===== src/rtl/alu_mon_pkg.sv =====
// Shared definitions for the ALU mismatch monitor: FSM encoding, trigger pattern
// and record layout helpers.
package alu_mon_pkg;

  typedef enum logic [1:0] {
    StClean   = 2'd0,
    StSuspect = 2'd1,
    StAlarm   = 2'd2
  } mon_state_e;

  // Trigger pattern is all-ones operands with opcode 0; truncated to DATA_W at use.
  localparam logic [31:0] TRIG_A  = '1;
  localparam logic [31:0] TRIG_B  = '1;
  localparam logic [1:0]  TRIG_OP = 2'b00;

  // Record layout, MSB first: {vec_idx, a, b, op, y_clean, y_trojan}.
  function automatic int unsigned rec_width(int unsigned cnt_w, int unsigned data_w,
                                            int unsigned op_w);
    return cnt_w + 4 * data_w + op_w;
  endfunction

  function automatic int unsigned rec_idx_lsb(int unsigned data_w, int unsigned op_w);
    return 4 * data_w + op_w;
  endfunction

endpackage


===== src/rtl/sync_fifo.sv =====
// First-word-fall-through synchronous FIFO; a pop frees a slot for a push in the same
// cycle even when full. Depth must be a power of two.
module sync_fifo #(
  parameter int unsigned Width = 8,
  parameter int unsigned Depth = 8
) (
  input  logic             clk_i,
  input  logic             rst_ni,
  input  logic             clr_i,
  input  logic             push_i,
  input  logic [Width-1:0] wdata_i,
  input  logic             pop_i,
  output logic [Width-1:0] rdata_o,
  output logic             full_o,
  output logic             empty_o
);

  localparam int unsigned AddrW = $clog2(Depth);

  logic [Width-1:0] mem_q [Depth];
  logic [AddrW:0]   wr_ptr_q, rd_ptr_q;
  logic             do_push, do_pop;

  assign empty_o = (wr_ptr_q == rd_ptr_q);
  assign full_o  = (wr_ptr_q[AddrW] != rd_ptr_q[AddrW]) &&
                   (wr_ptr_q[AddrW-1:0] == rd_ptr_q[AddrW-1:0]);
  assign do_pop  = pop_i && !empty_o;
  assign do_push = push_i && (!full_o || do_pop);
  // Zero when empty so the output is clean after reset/clear.
  assign rdata_o = empty_o ? '0 : mem_q[rd_ptr_q[AddrW-1:0]];

  always_ff @(posedge clk_i) begin
    if (!rst_ni || clr_i) begin
      wr_ptr_q <= '0;
      rd_ptr_q <= '0;
    end else begin
      if (do_push) wr_ptr_q <= wr_ptr_q + 1'b1;
      if (do_pop)  rd_ptr_q <= rd_ptr_q + 1'b1;
    end
  end

  always_ff @(posedge clk_i) begin
    if (do_push) mem_q[wr_ptr_q[AddrW-1:0]] <= wdata_i;
  end

endmodule


===== src/rtl/alu_mismatch_monitor.sv =====
// Two-stage checker comparing clean and Trojan ALU results: counts vectors, trigger
// hits and mismatches, logs mismatch records in a FIFO and raises a sticky alarm.
module alu_mismatch_monitor
  import alu_mon_pkg::*;
#(
  parameter int unsigned DATA_W       = 4,
  parameter int unsigned OP_W         = 2,
  parameter int unsigned CNT_W        = 16,
  parameter int unsigned FIFO_DEPTH   = 8,
  parameter int unsigned ALARM_THRESH = 1
) (
  input  logic                            clk,
  input  logic                            rst_n,
  input  logic                            clear,
  input  logic                            in_valid,
  input  logic [DATA_W-1:0]               in_a,
  input  logic [DATA_W-1:0]               in_b,
  input  logic [OP_W-1:0]                 in_op,
  input  logic [DATA_W-1:0]               y_clean,
  input  logic [DATA_W-1:0]               y_trojan,
  output logic                            rec_valid,
  input  logic                            rec_ready,
  output logic [CNT_W+4*DATA_W+OP_W-1:0]  rec_data,
  output logic [CNT_W-1:0]                vec_count,
  output logic [CNT_W-1:0]                trig_count,
  output logic [CNT_W-1:0]                mis_count,
  output logic                            alarm,
  output logic                            overflow,
  output logic [1:0]                      state
);

  localparam int unsigned      RecW   = rec_width(CNT_W, DATA_W, OP_W);
  localparam logic [CNT_W-1:0] CntMax = '1;
  localparam logic [CNT_W-1:0] Thresh = CNT_W'(ALARM_THRESH);

  logic              srst;
  logic              s1_valid_q;
  logic [DATA_W-1:0] s1_a_q, s1_b_q, s1_yc_q, s1_yt_q;
  logic [OP_W-1:0]   s1_op_q;
  logic [CNT_W-1:0]  s1_idx_q;
  logic [CNT_W-1:0]  vec_cnt_q, trig_cnt_q, mis_cnt_q, mis_cnt_d;
  logic              overflow_q, alarm_q;
  mon_state_e        state_q, state_d;
  logic              mismatch, trigger, pop, fifo_full, fifo_empty;
  logic [RecW-1:0]   rec_wdata;

  assign srst = !rst_n || clear;

  // Stage 1: capture the vector and tag it with the current (saturating) count.
  always_ff @(posedge clk) begin
    if (srst) begin
      s1_valid_q <= 1'b0;
      s1_a_q     <= '0;
      s1_b_q     <= '0;
      s1_op_q    <= '0;
      s1_yc_q    <= '0;
      s1_yt_q    <= '0;
      s1_idx_q   <= '0;
      vec_cnt_q  <= '0;
    end else begin
      s1_valid_q <= in_valid;
      if (in_valid) begin
        s1_a_q   <= in_a;
        s1_b_q   <= in_b;
        s1_op_q  <= in_op;
        s1_yc_q  <= y_clean;
        s1_yt_q  <= y_trojan;
        s1_idx_q <= vec_cnt_q;
        if (vec_cnt_q != CntMax) vec_cnt_q <= vec_cnt_q + 1'b1;
      end
    end
  end

  always_comb begin
    mismatch  = s1_valid_q && ((s1_yc_q ^ s1_yt_q) != '0);
    trigger   = s1_valid_q && (s1_a_q == DATA_W'(TRIG_A)) && (s1_b_q == DATA_W'(TRIG_B)) &&
                (s1_op_q == OP_W'(TRIG_OP));
    mis_cnt_d = mis_cnt_q;
    if (mismatch && (mis_cnt_q != CntMax)) mis_cnt_d = mis_cnt_q + 1'b1;
  end

  always_comb begin
    state_d = state_q;
    unique case (state_q)
      StClean, StSuspect: begin
        if (mismatch) state_d = (mis_cnt_d >= Thresh) ? StAlarm : StSuspect;
      end
      StAlarm: state_d = StAlarm;
      default: state_d = StClean;
    endcase
  end

  // Stage 2: evaluate counts, overflow and FSM.
  always_ff @(posedge clk) begin
    if (srst) begin
      trig_cnt_q <= '0;
      mis_cnt_q  <= '0;
      overflow_q <= 1'b0;
      state_q    <= StClean;
      alarm_q    <= 1'b0;
    end else begin
      if (trigger && (trig_cnt_q != CntMax)) trig_cnt_q <= trig_cnt_q + 1'b1;
      mis_cnt_q <= mis_cnt_d;
      if (mismatch && fifo_full && !pop) overflow_q <= 1'b1;
      state_q <= state_d;
      alarm_q <= (state_d == StAlarm);
    end
  end

  assign rec_wdata = {s1_idx_q, s1_a_q, s1_b_q, s1_op_q, s1_yc_q, s1_yt_q};
  assign pop       = !fifo_empty && rec_ready;

  sync_fifo #(
    .Width (RecW),
    .Depth (FIFO_DEPTH)
  ) u_fifo (
    .clk_i   (clk),
    .rst_ni  (rst_n),
    .clr_i   (clear),
    .push_i  (mismatch),
    .wdata_i (rec_wdata),
    .pop_i   (pop),
    .rdata_o (rec_data),
    .full_o  (fifo_full),
    .empty_o (fifo_empty)
  );

  assign rec_valid  = !fifo_empty;
  assign vec_count  = vec_cnt_q;
  assign trig_count = trig_cnt_q;
  assign mis_count  = mis_cnt_q;
  assign alarm      = alarm_q;
  assign overflow   = overflow_q;
  assign state      = state_q;

endmodule


===== config.mk =====
export PLATFORM = sky130hd
export DESIGN_NAME = alu_mismatch_monitor
export DESIGN_NICKNAME = d
export VERILOG_FILES = /design/src/rtl/alu_mon_pkg.sv /design/src/rtl/sync_fifo.sv /design/src/rtl/alu_mismatch_monitor.sv
export SDC_FILE = /design/constraint.sdc
export NUM_CORES = 1
export LEC_CHECK = 0
export CORE_UTILIZATION = 40
export DETAILED_ROUTE_END_ITERATION = 10
export SETUP_SLACK_MARGIN = 0.4
export SYNTH_ARGS = -nofsm -noshare
export SYNTH_HDL_FRONTEND = slang
export SYNTH_SLANG_ARGS = --single-unit

===== constraint.sdc =====
create_clock -name clk -period 13 [get_ports clk]
set_input_delay 2.6 -clock clk [delete_from_list [all_inputs] [get_ports clk]]
set_output_delay 2.6 -clock clk [all_outputs]
set_load 0.05 [all_outputs]

* Word-level counts from Yosys, hierarchy flattened
Memory sizes are Yosys's and may differ from the RTL's. A register that Yosys moved wholly into a read port is not among the register bits. Index checks and enable logic that the tools add are counted.
Operators by class: shifts and indexed selects 0, order comparisons 1, $mul 0, eq/ne operators 11, add/sub/neg operators 5, bitwise operators 1, divide/modulo/power cells 0, muxes and demuxes 9, reductions and logical operators 23
Operators by type and width (number):
- 16-bit by 1-bit adder with 16-bit output, second input constant | 3
- 16-bit != test, second input constant | 3
- 34-bit 2-to-1 mux | 1
- 16-bit by 1-bit >= comparator with 1-bit output, second input constant | 1
- 16-bit 2-to-1 mux | 1
- 1-bit logical AND | 12
- 4-bit by 1-bit adder with 4-bit output, second input constant | 2
- 4-bit equality test, second input constant | 2
- 3-bit 2-to-1 mux | 2
- 2-bit equality test, second input constant | 2
- 4-bit equality test | 1
- 1-bit logical NOT | 4
- 2-bit logical NOT | 2
- 2-bit 2-to-1 mux | 2
- 2-bit one-hot mux with 2 select lines | 1
- 4-bit nonzero test | 1
- 4-bit bitwise XOR | 1
- 3-bit equality test | 1
- 2-bit by 1-bit equality test with 1-bit output, second input constant | 1
- 1-bit logical OR | 2
- 1-bit 2-to-1 mux | 2
- 2-bit AND reduction | 1
- 2-bit OR reduction | 1
- 1-bit != test | 1
Storage, ports and cells: latch bits 0, memories kept 1, memory bits (writable) 272, input bits 23, output and inout bits 87, memory bits (read-only) 0, register bits 95, word-level logic and storage cells 66
Memory list:
- u_fifo.mem_q | words 8, bits a word 34, read ports 1, clocked after memory_dff 1, write ports 1, line sync_fifo.sv:20 | logic [Width-1:0] mem_q [Depth];

* Longest topological paths before layout
Gate-level depths: netlist of the first run.
word-level depth 10, mapped depth 9, mapped depth without buffers 8

* Modules after synthesis
From an unflattened synthesis of the first run, not the netlist that was laid out.
Unflattened totals: cells, all modules 935, area total of the unflattened synthesis 14879.3 sq um
Modules (own cells, without submodules):
- sync_fifo | cells each 504, instances 1, sequential area each 8388.0 sq um, area each 10890.4 sq um
- alu_mismatch_monitor | cells each 431, instances 1, sequential area each 1741.7 sq um, area each 3988.8 sq um

* Worst setup path after synthesis of the first run
No wires, ideal clock.
path type input to register, start input rec_ready, end memory u_fifo.mem_q[2][0] in the netlist's numbering, enable pin, slack 6.803 ns, required time 12.525 ns, cell stages on the path 4, arrival 5.723 ns, path buffers 0, library setup time 0.475 ns, cells stage by stage nor2_1 -> a21oi_1 -> nand2b_1 -> nor3b_1
On the way: longest elaborated chain between the ends 6
RTL lines:
- start: declaration | line alu_mismatch_monitor.sv:22 | input logic rec_ready,
- 1-bit logical AND | line alu_mismatch_monitor.sv:111 | assign pop = !fifo_empty && rec_ready;
- 1-bit logical AND | line sync_fifo.sv:27 | assign do_pop = pop_i && !empty_o;
- 1-bit logical OR | line sync_fifo.sv:28 | assign do_push = push_i && (!full_o || do_pop);
- 1-bit logical AND | line sync_fifo.sv:28
- 1-bit 2-to-1 mux | line sync_fifo.sv:43 | if (do_push) mem_q[wr_ptr_q[AddrW-1:0]] <= wdata_i;
- 1-bit 2-to-1 mux (not written as such) | line sync_fifo.sv:43
- end: declaration | line sync_fifo.sv:20
No other way between the ends.

==> qor.csv, run 1 <==
metric,value,unit
Max rail drop VDD,0.0000817,V
antenna-violating nets left,0,
DR WL/cell,20.4,um
Psw,0.000476,W
synthesized area,14700,um^2
"area leader, netlist",edfxtp_1,
pins over their slew limit,0,
Die Wd,194,um
"Seq/Total Area, Yosys",68.8,%
Synth Flop Type,edfxtp_1,
I/O pin cnt,110,
WP data arrival,3.70,ns
Multi-input gate area,4410,um^2
cells after synthesis,927,
FF/Latch Area,10100,um^2
Post-CTS Setup Bufs,0,
endpoints failing setup,0,
CORE AREA,35900,um^2
most frequent cells in the layout,"272 x edfxtp_1, 135 x nor2_1, 108 x clkdlybuf4s50_1",
Max Freq,159,MHz
switching share of total power,19.3,%
busiest grt layer,met2,
num rows,69,
ant diodes,0,
first-pass GRT wire length,48400,um
cts hold-fix bufs,0,
Pleak,5.70,nW
Synth Area per Inst,15.9,um^2
power per cell area,140,nW/um^2
drt first pass iters,5,
Via density,5.24,
die height,194,um
DRC,0,
Vias,8036,
post_cts resized,0,
cts bufs inserted,39,
RD Place Congestion,0.813,
Max-Cap Viols,0,
r2r setup slk,9.75,ns
detailed placer's ending HPWL,17800,um
Num Clock Sinks,370,
Worst Path Required,10.40,ns
clk_skew,0.0106,ns
"CTS clk-pin slew, worst paths",0.06,ns
CTS tree,yes,
grt met1 use,22.6,%
async set-reset flop share out of synthesis,0,%
total power,0.00247,W
startpoint types,flop,
combinational fraction of design power,2.2,%
"most common cell after layout, fill and taps aside",edfxtp_1,
# port buffers,109,
Fin Setup TNS,0,ns
Synth warnings,0,
met2 usage,27.8,%
layout cells sized above 1,15.3,%
H-tree lvl count,2,
drt total wl,31200,um
Synth area leaders,"edfxtp_1 56%, dfxtp_1 13%, mux4_2 10%, mux2i_1 5.0%, nor2_1 3.5%",
die area,37600,um^2
Yosys top cell area share,55.5,%
clock buffer depth,3,
Starting DRT DRC Count,464,
#FFs+latches synth,370,
classification of the worst setup path,flop to output port,
Hold Crit Class,flop to flop,
Post-synth EDFFs,272,
largest net degree at the start of global routing,69,
final hold viol count,0,
Pint,0.00199,W
RSZ-0062 raised after global routing,no,
vias in the first global route,8351,
Final Util,49.2,%
Skew-Pair Late Insertion Delay,0.52,ns
met3 Usage GRT,3.32,%
transition time of the tightest slew-check pin,1.00,ns
initial core utilization,41.0,%
Slew HR,33.2,%
Seq pwr share,51.5,%
Clk pwr share,46.3,%
Area Growth Syn to Fin,20.1,%
fin crit share,48.5,%
Setup crit end kind,output port,
grt total ovfl,0,
status,finished clean,
Netlist cell types,51,
Total GRT Usage,16.7,%
initial antenna violation count,0,
syn nets,955,
fill count,3071,
# nets final,1072,
Crit Path Max Fanout,38,
crit path time final,6.30,ns
Root Driver,clkbuf_16,
[power by group through the flow]
stage / registers [W] / clock network [W] / logic (W)
after floorplan: 0.00129 / 0 / 0.0000338
after global placement: 0.00129 / 0 / 0.0000556
after detailed placement: 0.00129 / 0 / 0.0000557
after CTS: 0.00127 / 0.00117 / 0.0000558
after global routing: 0.00127 / 0.00121 / 0.0000586
final: 0.00127 / 0.00114 / 0.0000546
[per-stage QoR]
stage	setup WS [ns]	hold WS, ns	area, um^2	cells
6_report	6.70	0.477	17700	1534
5_1_grt	6.43	0.522	17700	1534
4_1_cts	6.55	0.485	17700	1534
3_5_place_dp	7.11	0.469	16400	1464
3_3_place_gp	7.12	0.468	16400	1464
2_1_floorplan	6.80	0.505	14700	927
[state kept, by name, summed over array words and instances, names as in the netlist, 2 cells and up, named ones only]
name / flops
s1_yc_q: 4
u_fifo.wr_ptr_q: 4
trig_count: 16
s1_op_q: 2
state: 2
u_fifo.mem_q: 272
s1_idx_q: 16
u_fifo.rd_ptr_q: 4
mis_count: 16
s1_yt_q: 4
s1_a_q: 4
s1_b_q: 4
vec_count: 16
[critical path, cell delays in order (launching register included)]
cell and delay, ns:
dfxtp_4 0.88, buf_4 0.65, mux4_2 0.58, mux2i_1 0.20, nor2_1 0.09, clkdlybuf4s50_1 0.75
[path summary, 6_finish.rpt]
check	to	cells past startpoint	start
worst min-delay path	overflow$_SDFFE_PP0P_	2	overflow$_SDFFE_PP0P_
worst max-delay path	rec_data[29]	5	flop
worst min register to register	overflow$_SDFFE_PP0P_	2	overflow$_SDFFE_PP0P_
worst max register to register	u_fifo.mem_q[7][27]$_DFFE_PP_	6	s1_yc_q[3]$_SDFFE_PP0P_
[logic make-up after synthesis]
| logic type | count (synthesis) | synth area share, % |
|---|---|---|
| flops | 370 | 68.8 |
| simple gates | 258 | 8.32 |
| mux | 142 | 15.4 |
| xor+xnor | 56 | 3.33 |
| buf+inv | 55 | 1.56 |
| compound gates | 41 | 2.08 |
| fa+ha+maj | 5 | 0.425 |
[Yosys cell counts, types with 2 or more instances]
cell type / count
ha_1: 5
nand4b_1: 2
mux4_2: 68
dfxtp_1: 98
and3_1: 9
a31o_1: 2
nor3_1: 6
and2_1: 4
nand2_1: 25
nor2_1: 137
nor2b_1: 2
nand3_1: 18
inv_1: 5
or2_2: 2
buf_6: 2
o21ai_0: 11
xnor2_1: 28
a21oi_1: 9
and4_1: 9
clkbuf_1: 33
mux2i_1: 74
buf_1: 9
nand2b_1: 6
a211oi_1: 3
edfxtp_1: 272
nor4_1: 4
or3_1: 8
nor3b_1: 6
xor2_1: 28
buf_2: 5
a31oi_1: 3
nand4_1: 15
[area by class of cell]
type                            count  area share (%)
Clock buffer                       53            6.17
Clock inverter                     17            1.31
Inverter                            5           0.106
Multi-Input combinational cell    502            24.9
Sequential cell                   370            57.3
Tap cell                          461            3.26
Timing Repair Buffer              126            6.87
[layer usage]
layer  routed length [um]  share of wire (%)
met5                    0                  0
met4                  478                1.5
met3                 1470                4.7
met2                15200                 49
met1                14100                 45
(Power assumes the default switching activity.)
==> inputs of run 2 (changes only) <==
- clock period: 13 -> 6.45 ns (I/O delays scaled with it)
==> run 2 against run 1 <==
Net effect: register-to-register slack got worse by 6.7 ns; sequential cell count did not move; sequential power rose by 100%; clock power rose by 82%; clock skew rose by 0.0057 ns; first-iteration DRC count fell by 13%; largest cell class unchanged; highest routed layer unchanged.
==> qor.csv, run 2 (same netlist as run 1, synthesis figures left out) <==
metric,value,unit,change
# port buffers,109,,unchanged
power per cell area,271,nW/um^2,was 140 nW/um^2
final hold viol count,0,,unchanged
Max-Cap Viols,0,,unchanged
"CTS clk-pin slew, worst paths",0.06,ns,about the same
largest net degree at the start of global routing,52,,was 69
Post-CTS Setup Bufs,0,,unchanged
drt first pass iters,4,,was 5
Total GRT Usage,16.7,%,about the same
CP peak stage delay,0.79,ns,was 0.88 ns
Setup crit end kind,output port,,unchanged
CP Cell Sequence,"buf_4, mux4_2, mux2i_1, nor2_1, clkdlybuf4s50_1",,unchanged
die height,194,um,unchanged
H-tree lvl count,2,,unchanged
Die Wd,194,um,unchanged
Pleak,5.63,nW,was 5.70 nW
Vias,8050,,"was 8,036"
most frequent cells in the layout,"272 x edfxtp_1, 135 x nor2_1, 108 x clkdlybuf4s50_1",,unchanged
Starting DRT DRC Count,402,,was 464
ant diodes,0,,unchanged
Setup crit end,rec_data[3],,was rec_data[29]
Root Driver,clkbuf_16,,unchanged
"most common cell after layout, fill and taps aside",edfxtp_1,,unchanged
Num Clock Sinks,370,,unchanged
clk_skew,0.0163,ns,was 0.0106 ns
layout cells sized above 1,15.2,%,was 15.3%
Crit Path Max Fanout,34,,was 38
DR WL/cell,20.2,um,was 20.4 um
Skew-Pair Late Insertion Delay,0.52,ns,about the same
antenna-violating nets left,0,,unchanged
WP data arrival,3.36,ns,was 3.70 ns
classification of the worst setup path,flop to output port,,unchanged
first-pass GRT wire length,48600,um,"was 48,400 um"
die area,37600,um^2,unchanged
initial antenna violation count,0,,unchanged
CORE AREA,35900,um^2,unchanged
crit path max-delay cell type,dfxtp_4,,unchanged
Worst Path Required,5.16,ns,was 10.40 ns
detailed placer's ending HPWL,17900,um,"was 17,800 um"
max FFs per register,272,,unchanged
Max Freq,215,MHz,
cts hold-fix bufs,0,,unchanged
drt total wl,30900,um,"was 31,200 um"
status,finished clean,,unchanged
fin crit share,72.1,%,
Max rail drop VDD,0.000131,V,was 0.0000817 V
RSZ-0062 raised after global routing,no,,unchanged
fill count,3099,,"was 3,071"
dpl cell area,16300,um^2,"was 16,400 um^2"
critical path depth in cells,5,,unchanged
post_cts resized,0,,unchanged
vias in the first global route,8335,,"was 8,351"
worst r2r path cells,6,,unchanged
Hold Crit Class,flop to flop,,unchanged
worst r2r src,s1_yc_q[3]$_SDFFE_PP0P_,,unchanged
Via density,5.24,,about the same
crit path buf inv count,2,,unchanged
num rows,69,,unchanged
RD Place Congestion,0.791,,was 0.813
r2r setup slk,3.10,ns,was 9.75 ns
I/O pin cnt,110,,unchanged
Slew HR,28.3,%,was 33.2%
initial core utilization,41.0,%,unchanged
CTS tree,yes,,unchanged
transition time of the tightest slew-check pin,1.07,ns,was 1.00 ns
pins over their slew limit,0,,unchanged
# nets final,1072,,unchanged
clock buffer depth,3,,unchanged
Final Cell Area,17500,um^2,"was 17,700 um^2"
DRC,0,,unchanged
crit path time final,4.65,ns,
Area Growth Syn to Fin,19.2,%,was 20.1%
endpoints failing setup,0,,unchanged
Fin Setup TNS,0,ns,unchanged
startpoint types,flop,,unchanged
grt total ovfl,0,,unchanged
RR Endpoint,u_fifo.mem_q[5][21]$_DFFE_PP_,,was u_fifo.mem_q[7][27]$_DFFE_PP_
"CP delay by family, top",buffers and inverters,,unchanged
cts bufs inserted,40,,was 39
==> run 2: changes by cell type in the layout (fill, tap and decap cells not counted) <==
cell	change
clkbuf_8	-2
clkbuf_1	-5
clkinv_1	+7
buf_4	-1
clkinvlp_4	+2
bufinv_16	-5
clkinv_2	+5
==> run 2: layout make-up <==
type	count	area, um^2	area share (%)
sequential	370	10100	57.8
multi-input combinational	502	4410	25.1
timing repair buffer	125	1210	6.88
clock buffer	46	1040	5.96
tap	461	577	3.29
clock inverter	26	148	0.842
inverter	5	18.8	0.107
==> run 2: power breakdown <==
part           internal (W)  switching (W)  leakage [nW]
logic             0.0000449      0.0000651          1.72
clock network       0.00120       0.000887         0.584
registers           0.00254      0.0000148          3.33
total               0.00379       0.000967          5.63
==> run 2: worst min path at each step <==
stage	startpoint	endpoint	slack, ns	depth (start not counted)
final	overflow$_SDFFE_PP0P_	overflow$_SDFFE_PP0P_	0.49	2
after global routing	state[0]$_SDFF_PP0_	state[0]$_SDFF_PP0_	0.53	2
after CTS	state[0]$_SDFF_PP0_	state[0]$_SDFF_PP0_	0.50	2
after detailed placement	overflow$_SDFFE_PP0P_	overflow$_SDFFE_PP0P_	0.48	2
after global placement	state[0]$_SDFF_PP0_	state[0]$_SDFF_PP0_	0.47	2
after floorplan	u_fifo.rd_ptr_q[3]$_SDFFE_PP0P_	u_fifo.rd_ptr_q[3]$_SDFFE_PP0P_	0.50	2
==> run 2: stage by stage <==
stage / hold slack (ns) / cells / power [W] / setup WS [ns] / utilization, %
3_3_place_gp: 0.470 / 1463 / 0.00272 / 2.22 / 45.5
4_1_cts: 0.500 / 1535 / 0.00481 / 1.65 / 48.8
2_1_floorplan: 0.505 / 927 / 0.00267 / 1.56 / -
6_report: 0.494 / 1535 / 0.00475 / 1.80 / 48.8
5_1_grt: 0.530 / 1535 / 0.00491 / 1.51 / 48.8
3_5_place_dp: 0.483 / 1463 / 0.00272 / 2.23 / 45.5
==> run 2: worst reg2reg max path: stages (launching register included) <==
cell and delay, ns:
dfxtp_1 0.52, xor2_1 0.39, o41ai_4 0.25, a21oi_1 0.39, nand2_1 0.26, nor3b_2 0.82, buf_4 0.40
==> run 2: metal layers <==
layer	track usage [%]	wire length (um)	vias to the layer above
met5	0	0	-
met4	4.06	549	0
met3	3.04	1390	46
met2	27.5	14900	180
met1	22.8	14100	4063
li1	-	-	3761
==> inputs of run 3 (changes only) <==
- clock period: 6.45 -> 4.3 ns (I/O delays scaled with it)
==> run 3 against run 2 <==
Net effect: routed wire length down 1.5%; final area up 1.3%; final cell count up 0.52%; clock skew up 0.0039 ns; clock power up 61%; via count unchanged; worst hold slack better by 0.0056 ns; sequential share of layout area down 0.73 points.
==> qor.csv, run 3 (same netlist as run 1, synthesis figures left out) <==
metric,value,unit,change
Die Wd,194,um,unchanged
layout cells sized above 1,16.7,%,was 15.2%
crit path max-delay cell type,clkdlybuf4s50_1,,was dfxtp_4
cts bufs inserted,40,,unchanged
Max-Cap Viols,0,,unchanged
Max rail drop VDD,0.000262,V,was 0.000131 V
Worst Path Required,3.44,ns,was 5.16 ns
drt first pass iters,4,,unchanged
Starting DRT DRC Count,456,,was 402
I/O pin cnt,110,,unchanged
clock buffer depth,3,,unchanged
hold_ws,0.499,ns,was 0.494 ns
CTS tree,yes,,unchanged
grt total ovfl,0,,unchanged
Post-CTS Setup Bufs,0,,unchanged
Area Growth Syn to Fin,20.8,%,was 19.2%
Crit Path Max Fanout,15,,was 34
Via density,5.22,,was 5.24
Max Freq,267,MHz,
Num Clock Sinks,370,,unchanged
DR WL/cell,19.8,um,was 20.2 um
initial antenna violation count,0,,unchanged
"CP delay by family, top",buffers and inverters,,unchanged
endpoints failing setup,0,,unchanged
WP data arrival,2.89,ns,was 3.36 ns
dpl cell area,16500,um^2,"was 16,300 um^2"
Slew HR,44.7,%,was 28.3%
DRC,0,,unchanged
crit path buf inv count,2,,unchanged
Hold Crit Class,flop to flop,,unchanged
clk_skew,0.0202,ns,was 0.0163 ns
RSZ-0062 raised after global routing,yes,,was no
transition time of the tightest slew-check pin,0.830,ns,was 1.07 ns
fin crit share,87.2,%,
startpoint types,flop,,unchanged
classification of the worst setup path,flop to output port,,unchanged
first-pass GRT wire length,47300,um,"was 48,600 um"
# port buffers,109,,unchanged
DP Worst Slack,0.946,ns,was 2.23 ns
Skew-Pair Late Insertion Delay,0.53,ns,was 0.52 ns
num rows,69,,unchanged
Final Util,49.5,%,was 48.8%
"CTS clk-pin slew, worst paths",0.06,ns,about the same
setup ws final,0.550,ns,was 1.80 ns
most frequent cells in the layout,"272 x edfxtp_1, 135 x nor2_1, 103 x clkdlybuf4s50_1",,"was 272 x edfxtp_1, 135 x nor2_1, 108 x clkdlybuf4s50_1"
drt total wl,30500,um,"was 30,900 um"
final hold viol count,0,,unchanged
initial core utilization,41.0,%,unchanged
max FFs per register,272,,unchanged
status,finished clean,,unchanged
Fin Setup TNS,0,ns,unchanged
fill count,3071,,"was 3,099"
RD Place Congestion,0.817,,was 0.791
detailed placer's ending HPWL,17700,um,"was 17,900 um"
Final Cell Area,17800,um^2,"was 17,500 um^2"
die area,37600,um^2,unchanged
Pleak,5.83,nW,was 5.63 nW
CORE AREA,35900,um^2,unchanged
ant diodes,0,,unchanged
"most common cell after layout, fill and taps aside",edfxtp_1,,unchanged
antenna-violating nets left,0,,unchanged
largest net degree at the start of global routing,49,,was 52
vias in the first global route,8150,,"was 8,335"
# nets final,1078,,"was 1,072"
Root Driver,clkbuf_16,,unchanged
Total GRT Usage,16.2,%,was 16.7%
pins over their slew limit,0,,unchanged
Vias,8050,,unchanged
Setup crit end kind,output port,,unchanged
CP peak stage delay,0.70,ns,was 0.79 ns
cts hold-fix bufs,0,,unchanged
power per cell area,414,nW/um^2,was 271 nW/um^2
crit path time final,3.75,ns,
CP Cell Sequence,"buf_4, mux4_2, mux2i_1, nor2_1, clkdlybuf4s50_1",,unchanged
die height,194,um,unchanged
H-tree lvl count,2,,unchanged
run 3: cell count changes in the layout (fill, tap and decap cells not counted), sizes merged:
cell	delta
clkdlybuf4s50	-5
bufinv	+1
inv	+3
buf	+6
clkinvlp	-1
clkbuf	+8
dlymetal6s2s	+5
clkinv	-9
run 3: worst reg2reg max path: cells and delay by family (launching register included):
kind                      cells  cell delay (ns)
DFF                           1             0.55
xor gates and xnor gates      1             0.39
buffers and inverters         1             0.53
AOI/OAI and AO/OA             2             0.66
and+or+nand+nor               2             0.52
run 3: path summary, 6_finish.rpt:
check | start | end | slack (ns) | cells after the start
setup reg to reg | s1_yc_q[3]$_SDFFE_PP0P_ | u_fifo.mem_q[6][20]$_DFFE_PP_ | 1.24 | 6
hold / removal | state[0]$_SDFF_PP0_ | state[0]$_SDFF_PP0_ | 0.50 | 2
hold reg to reg | state[0]$_SDFF_PP0_ | state[0]$_SDFF_PP0_ | 0.50 | 2
setup / recovery | flop | rec_data[15] | 0.55 | 5
run 3: repair_timing:
item	in CTS	in global routing
setup endpoints to repair	14	26
pin swaps	0	0
gates resized for setup	1	7
run 3: final cells by class:
class | instances | area (um^2) | area share, %
multi-input combinational | 502 | 4420 | 24.9
timing repair buffer | 131 | 1310 | 7.39
inverter | 5 | 18.8 | 0.106
clock inverter | 20 | 173 | 0.972
clock buffer | 54 | 1120 | 6.33
sequential | 370 | 10100 | 57.1
tap | 461 | 577 | 3.25
run 3: stage by stage:
stage               power, W  cells
floorplan            0.00401    927
global placement     0.00408   1469
detailed placement   0.00408   1469
CTS                  0.00742   1543
global route         0.00757   1543
finish               0.00735   1543
run 3: report_power, final:
| part | switching (W) | internal (W) |
|---|---|---|
| sequential | 0.0000214 | 0.00382 |
| clock | 0.00138 | 0.00197 |
| combinational | 0.0000985 | 0.0000690 |
run 3: routing by layer:
layer	global-route usage (%)	wire length (um)	up-vias
met4	4.03	442	0
met5	0	0	-
met3	3.13	1340	37
li1	-	-	3770
met2	27.1	15000	145
met1	21.8	13700	4098
